**config.mk**
```make
export PLATFORM = sky130hd
export DESIGN_NAME = banner_scroll_mux
export DESIGN_NICKNAME = d
export VERILOG_FILES = /design/src/rtl/banner_pkg.sv /design/src/rtl/banner_scroll_mux_tick_gen.sv /design/src/rtl/banner_scroll_mux.sv
export SDC_FILE = /design/constraint.sdc
export NUM_CORES = 1
export LEC_CHECK = 0
export BUFFER_PORTS_ARGS = -buffer_cell sky130_fd_sc_hd__buf_2
export CORE_UTILIZATION = 40
export CTS_CLUSTER_SIZE = 10
export DETAILED_ROUTE_END_ITERATION = 7
export GPL_TIMING_DRIVEN = 1
export PLACE_DENSITY = 0.7
export SETUP_SLACK_MARGIN = 0.3
export SLEW_MARGIN = 5
export SYNTH_ARGS = -nofsm -noshare
export SYNTH_HDL_FRONTEND = slang
export SYNTH_SLANG_ARGS = --single-unit
```
**constraint.sdc**
```tcl
create_clock -name clk -period 7.29 [get_ports clk]
set_input_delay 0.3645 -clock clk [delete_from_list [all_inputs] [get_ports clk]]
set_output_delay 0.3645 -clock clk [all_outputs]
set_load 0.03 [all_outputs]
```
**src/rtl/banner_pkg.sv**
```systemverilog
// Shared constants and index helpers for the scrolling hex banner.
package banner_pkg;

  localparam int NUM_DIGITS = 10;
  localparam int NUM_SLOTS  = 4;
  localparam int IDX_W      = 4;
  localparam int SEL_W      = 2;
  localparam int MSG_W      = NUM_DIGITS * 4;

  localparam logic [NUM_SLOTS-1:0] AN_OFF = 4'b1111;

  // Sum of a position and a slot offset never exceeds 12, so one subtraction suffices.
  function automatic logic [IDX_W-1:0] idx_wrap(input logic [IDX_W:0] sum);
    if (sum >= (IDX_W+1)'(NUM_DIGITS)) begin
      return IDX_W'(sum - (IDX_W+1)'(NUM_DIGITS));
    end
    return sum[IDX_W-1:0];
  endfunction

  function automatic logic [IDX_W-1:0] pos_step(input logic [IDX_W-1:0] p,
                                                input logic             rev);
    if (rev) begin
      return (p == '0) ? IDX_W'(NUM_DIGITS - 1) : p - 1'b1;
    end
    return (p >= IDX_W'(NUM_DIGITS - 1)) ? '0 : p + 1'b1;
  endfunction

endpackage

```
**src/rtl/banner_scroll_mux_tick_gen.sv**
```systemverilog
// Scroll prescaler: counts 0..DIV-1 while enabled and emits a one-cycle tick on the last count.
module tick_gen #(
  parameter int DIV = 25_000_000
) (
  input  logic clk,
  input  logic reset_n,
  input  logic en,
  output logic tick
);

  localparam int CW = (DIV > 1) ? $clog2(DIV) : 1;
  localparam logic [CW-1:0] LAST = CW'(DIV - 1);

  logic [CW-1:0] r_cnt;
  logic          w_last;

  assign w_last = (r_cnt == LAST);
  assign tick   = en && w_last;

  always_ff @(posedge clk) begin
    if (!reset_n) begin
      r_cnt <= '0;
    end else if (en) begin
      r_cnt <= w_last ? '0 : r_cnt + 1'b1;
    end
  end

endmodule

```
**src/rtl/banner_scroll_mux.sv**
```systemverilog
// Four-slot window scrolling over a ten-nibble message, time-multiplexed onto one hex decoder.
module banner_scroll_mux
  import banner_pkg::*;
#(
  parameter int SCROLL_DIV   = 25_000_000,
  parameter int REFRESH_BITS = 18
) (
  input  logic                 clk,
  input  logic                 reset_n,
  input  logic                 en,
  input  logic                 dir,
  input  logic                 msg_load,
  input  logic [MSG_W-1:0]     msg_data,
  input  logic [NUM_SLOTS-1:0] dp_en,
  output logic [3:0]           hex,
  output logic                 dp,
  output logic [NUM_SLOTS-1:0] an,
  output logic [IDX_W-1:0]     pos
);

  logic                    w_tick;
  logic                    w_tg_rst_n;
  logic [SEL_W-1:0]        w_sel;
  logic [IDX_W:0]          w_sum;
  logic [IDX_W-1:0]        w_idx;
  logic [3:0]              w_nib;
  logic [NUM_SLOTS-1:0]    w_an_nxt;

  logic [MSG_W-1:0]        r_msg;
  logic [IDX_W-1:0]        r_pos;
  logic [REFRESH_BITS-1:0] r_refresh;
  logic [3:0]              r_hex;
  logic                    r_dp;
  logic [NUM_SLOTS-1:0]    r_an;

  // A load restarts the prescaler on the same edge through its synchronous reset.
  assign w_tg_rst_n = reset_n & ~msg_load;

  tick_gen #(
    .DIV (SCROLL_DIV)
  ) u_tick_gen (
    .clk     (clk),
    .reset_n (w_tg_rst_n),
    .en      (en),
    .tick    (w_tick)
  );

  // Stage 0: message/position state and slot-to-nibble mapping.
  always_ff @(posedge clk) begin
    if (!reset_n) begin
      r_msg <= '0;
      r_pos <= '0;
    end else if (msg_load) begin
      r_msg <= msg_data;
      r_pos <= '0;
    end else if (w_tick) begin
      r_pos <= pos_step(r_pos, dir);
    end
  end

  assign w_sel    = r_refresh[REFRESH_BITS-1 -: SEL_W];
  assign w_sum    = {1'b0, r_pos} + (IDX_W+1)'(NUM_SLOTS - 1)
                  - {{(IDX_W+1-SEL_W){1'b0}}, w_sel};
  assign w_idx    = idx_wrap(w_sum);
  assign w_nib    = r_msg[{w_idx, 2'b00} +: 4];
  assign w_an_nxt = ~(NUM_SLOTS'(1) << w_sel);

  // Stage 1: registered drive to the decoder and anodes.
  always_ff @(posedge clk) begin
    if (!reset_n) begin
      r_refresh <= '0;
      r_hex     <= '0;
      r_dp      <= 1'b0;
      r_an      <= AN_OFF;
    end else begin
      r_refresh <= r_refresh + 1'b1;
      r_hex     <= w_nib;
      r_dp      <= dp_en[w_sel];
      r_an      <= w_an_nxt;
    end
  end

  assign hex = r_hex;
  assign dp  = r_dp;
  assign an  = r_an;
  assign pos = r_pos;

endmodule

```
==> impl_metrics.py <==
metrics = {
    "synthesis": {
        "ys_types": 52,
        "async_flop_share": 0,
        "synth_area_per_cell_um2": 9.46,
        "ys_top_cells_by_area": "dfxtp_1 (43%), mux2i_1 (11%), nor2b_1 (6.0%), xnor2_1 (3.3%), xor2_1 (3.3%)",
        "synthFlopType": "dfxtp_1",
        "synth_top_cell_area_share": 0.426,
        "syn_inst": 477,
        "synth-seq-area-share": 0.426,
        "syn_area_um2": 4510,
        "synth_most_common_cell": "dfxtp_1",
        "synth_edf_count": 0,
        "synth_fp_nets": 537,
        "ys_ff_latch": 96,
        "synth_warnings": 0,
        "ys_top_cells_by_count": "dfxtp_1 (96), mux2i_1 (50), nor2b_1 (43)",
        "synth_top_area_cell": "dfxtp_1",
    },
    "grt": {
        "grt_use_met2": 0.266,
        "use_met3": 0.0404,
        "grt_pass1_wl_mm": 15.2,
        "grt_overflow": 0,
        "grt_use_met1": 0.217,
        "antenna_found_initial": 0,
        "grt_max_degree": 70,
        "grt_pass1_vias": 3212,
        "track_usage": 0.167,
        "grt.busiest_layer": "met2",
    },
    "sta": {
        "worstMarginPinSlew_ns": 0.907,
        "fin_skew_ns": 0.00478,
        "fin_crit_sh": 0.525,
        "relSlewSlack": 0.396,
        "fin_crit_ns": 3.83,
        "tns_ns": 0,
        "rsz0062_at_grt": "false",
        "finalSetupViolations": 0,
        "drv_slew": 0,
        "timing.fmax_mhz": 261,
        "finalHoldViolations": 0,
    },
    "clock_network": {
        "numCtsBuffers": 9,
        "clkTransAtPathRegs_ns": 0.07,
        "root_buffer": "clkbuf_16",
        "clk_latency_ns": 0.34,
        "postCtsSetupBuffers": 0,
        "h-tree-depth": 3,
        "cts_tree": "built",
        "cts_buffer_depth": 2,
        "cts_resized": 0,
        "cts.sinks": 96,
        "cts_hold_buf": 0,
    },
    "finish": {
        "multi_input_area_um2": 2450,
        "antenna_cells": 0,
        "nFillCells": 1007,
        "final-seq-area_um2": 1920,
        "final_cell_area_um2": 5210,
        "area_delta_synth_final_pct": 15.5,
        "drive_above_1_share": 0.161,
        "nets": 589,
    },
    "die": {
        "start_util": 0.413,
        "fp.dieH_um": 108,
        "core_area_um2": 10900,
        "ioPinCount": 62,
        "rows": 38,
        "die_w_um": 108,
        "dieArea_um2": 11700,
    },
    "placement": {
        "portBuffers": 61,
        "dp_hpwl_mm": 6.68,
        "gp_congestion": 0.894,
        "postPlaceCellArea_um2": 4910,
    },
    "drt": {
        "firstDrtPassIters": 4,
        "ant_nets": 0,
        "routedWlPerCell_um": 13.9,
        "routed_wl_mm": 9.37,
        "vias_per_cell": 5.19,
        "drt_iter0_markers": 186,
        "vias": 3494,
        "drc": 0,
    },
    "power": {
        "powerDensity_nw_per_um2": 212,
        "power_leakage_uw": 0.00218,
        "power.total_uw": 1100,
        "vdd_drop_max_v": 0.000129,
    },
    "min_path": {
        "hold_depth": 3,
        "holdPathEnd": "r_msg[7]",
        "min_from": "msg_data[7]",
        "hold_path.class": "input port to flip-flop",
    },
    "worst_setup_path": {
        "cp_max_fo": 8,
        "required_ns": 7.51,
        "ff2ff_path_depth": 12,
        "r2r_start": "r_refresh[17]",
        "start_kind": "flip-flop",
        "crit-reg2reg-capture": "hex[2]",
        "crit_type": "flip-flop to flip-flop",
        "endpoint_kind": "flip-flop",
        "critPathArrivalTime_ns": 4.05,
        "r2r_setup_slack_ns": 3.46,
    },
    "outcome": {
        "status": "complete, no violations",
    },
    "job": {
        "drv_cap": 0,
    },
}
stage by stage:
| step | std cells | hold slack, ns | util | worst slack (ns) |
|---|---|---|---|---|
| 6_report | 673 | 0.276 | 0.477 | 3.46 |
| 3_3_place_gp | 658 | 0.441 | 0.449 | 3.66 |
| 2_1_floorplan | 477 | 0.421 | - | 3.72 |
| 3_5_place_dp | 658 | 0.454 | 0.449 | 3.49 |
| 5_1_grt | 673 | 0.281 | 0.477 | 3.20 |
| 4_1_cts | 673 | 0.274 | 0.477 | 3.47 |
worst max-delay path by stage:
stage | start | endpoint | cells past startpoint
CTS | r_refresh[17] | hex[2] | 12
detailed placement | r_refresh[17] | hex[2] | 12
finish | r_refresh[17] | hex[2] | 12
global route | r_refresh[17] | hex[2] | 12
global placement | r_refresh[17] | hex[2] | 12
floorplan | pos[1] | hex[2] | 11
critical path, cell delays in order (launching register included):
cell and delay [ns]:
dfxtp_1 0.40, inv_1 0.13, ha_1 0.30, ha_1 0.22
fa_1 0.56, inv_1 0.14, ha_1 0.22, o31ai_2 0.10
a22oi_4 0.39, mux2i_1 0.40, mux4_1 0.60, mux2i_1 0.16
o22ai_1 0.09
layout by cell type, fill, tap and decap left out, types with 3 or more instances in the layout:
master | synthesis | final
nand3_1 | 19 | 19
ha_1 | 10 | 10
nand2_1 | 22 | 22
nand2b_1 | 3 | 3
o22ai_1 | 6 | 6
and3_1 | 10 | 10
buf_2 | 4 | 61
xor2_1 | 17 | 17
o211ai_1 | 3 | 3
dfxtp_1 | 96 | 96
or3_1 | 15 | 15
clkbuf_16 | 0 | 9
nand4_1 | 11 | 11
xnor2_1 | 17 | 17
a21oi_1 | 13 | 13
nor2b_1 | 43 | 43
mux2i_1 | 50 | 50
o21ai_0 | 18 | 18
a211oi_1 | 3 | 3
a21boi_0 | 3 | 3
inv_1 | 9 | 9
nor3_1 | 4 | 4
and2_1 | 15 | 15
nor2_1 | 39 | 39
power breakdown:
| group | leakage [uW] | switching (uW) | internal, uW | total [uW] |
|---|---|---|---|---|
| Combinational | 0.00125 | 33.3 | 34.2 | 67.5 |
| Sequential | 0.000783 | 10.4 | 541 | 551 |
| Clock | 0.000144 | 202 | 283 | 485 |
| Total | 0.00218 | 246 | 858 | 1100 |
sequential cells by signal (all words and copies together) (netlist names):
register and count:
hex 4, dp 1, r_refresh 18, pos 4, r_msg 40, u_tick_gen.r_cnt 25
an 4
logic make-up after synthesis:
logic type / after synthesis / share of synthesized area
xor+xnor: 34 / 0.0660
buf+inv: 31 / 0.0308
simple gates: 192 / 0.231
fa+ha+maj: 11 / 0.0322
flops: 96 / 0.426
mux: 55 / 0.131
compound gates: 58 / 0.0832
layer usage:
| metal | vias up | share of wire |
|---|---|---|
| met5 | - | 0 |
| li1 | 1760 | - |
| met4 | 0 | 0.012 |
| met1 | 1656 | 0.48 |
| met2 | 70 | 0.46 |
| met3 | 8 | 0.048 |
area by class of cell:
class | count | share of cell area
clock buffers | 11 | 0.0485
clock inverters | 4 | 0.0103
inverters | 10 | 0.00816
multi-input cells | 350 | 0.471
flip-flops and latches | 96 | 0.369
well taps | 140 | 0.0336
repair buffers | 62 | 0.0600
(Power assumes the default switching activity.)
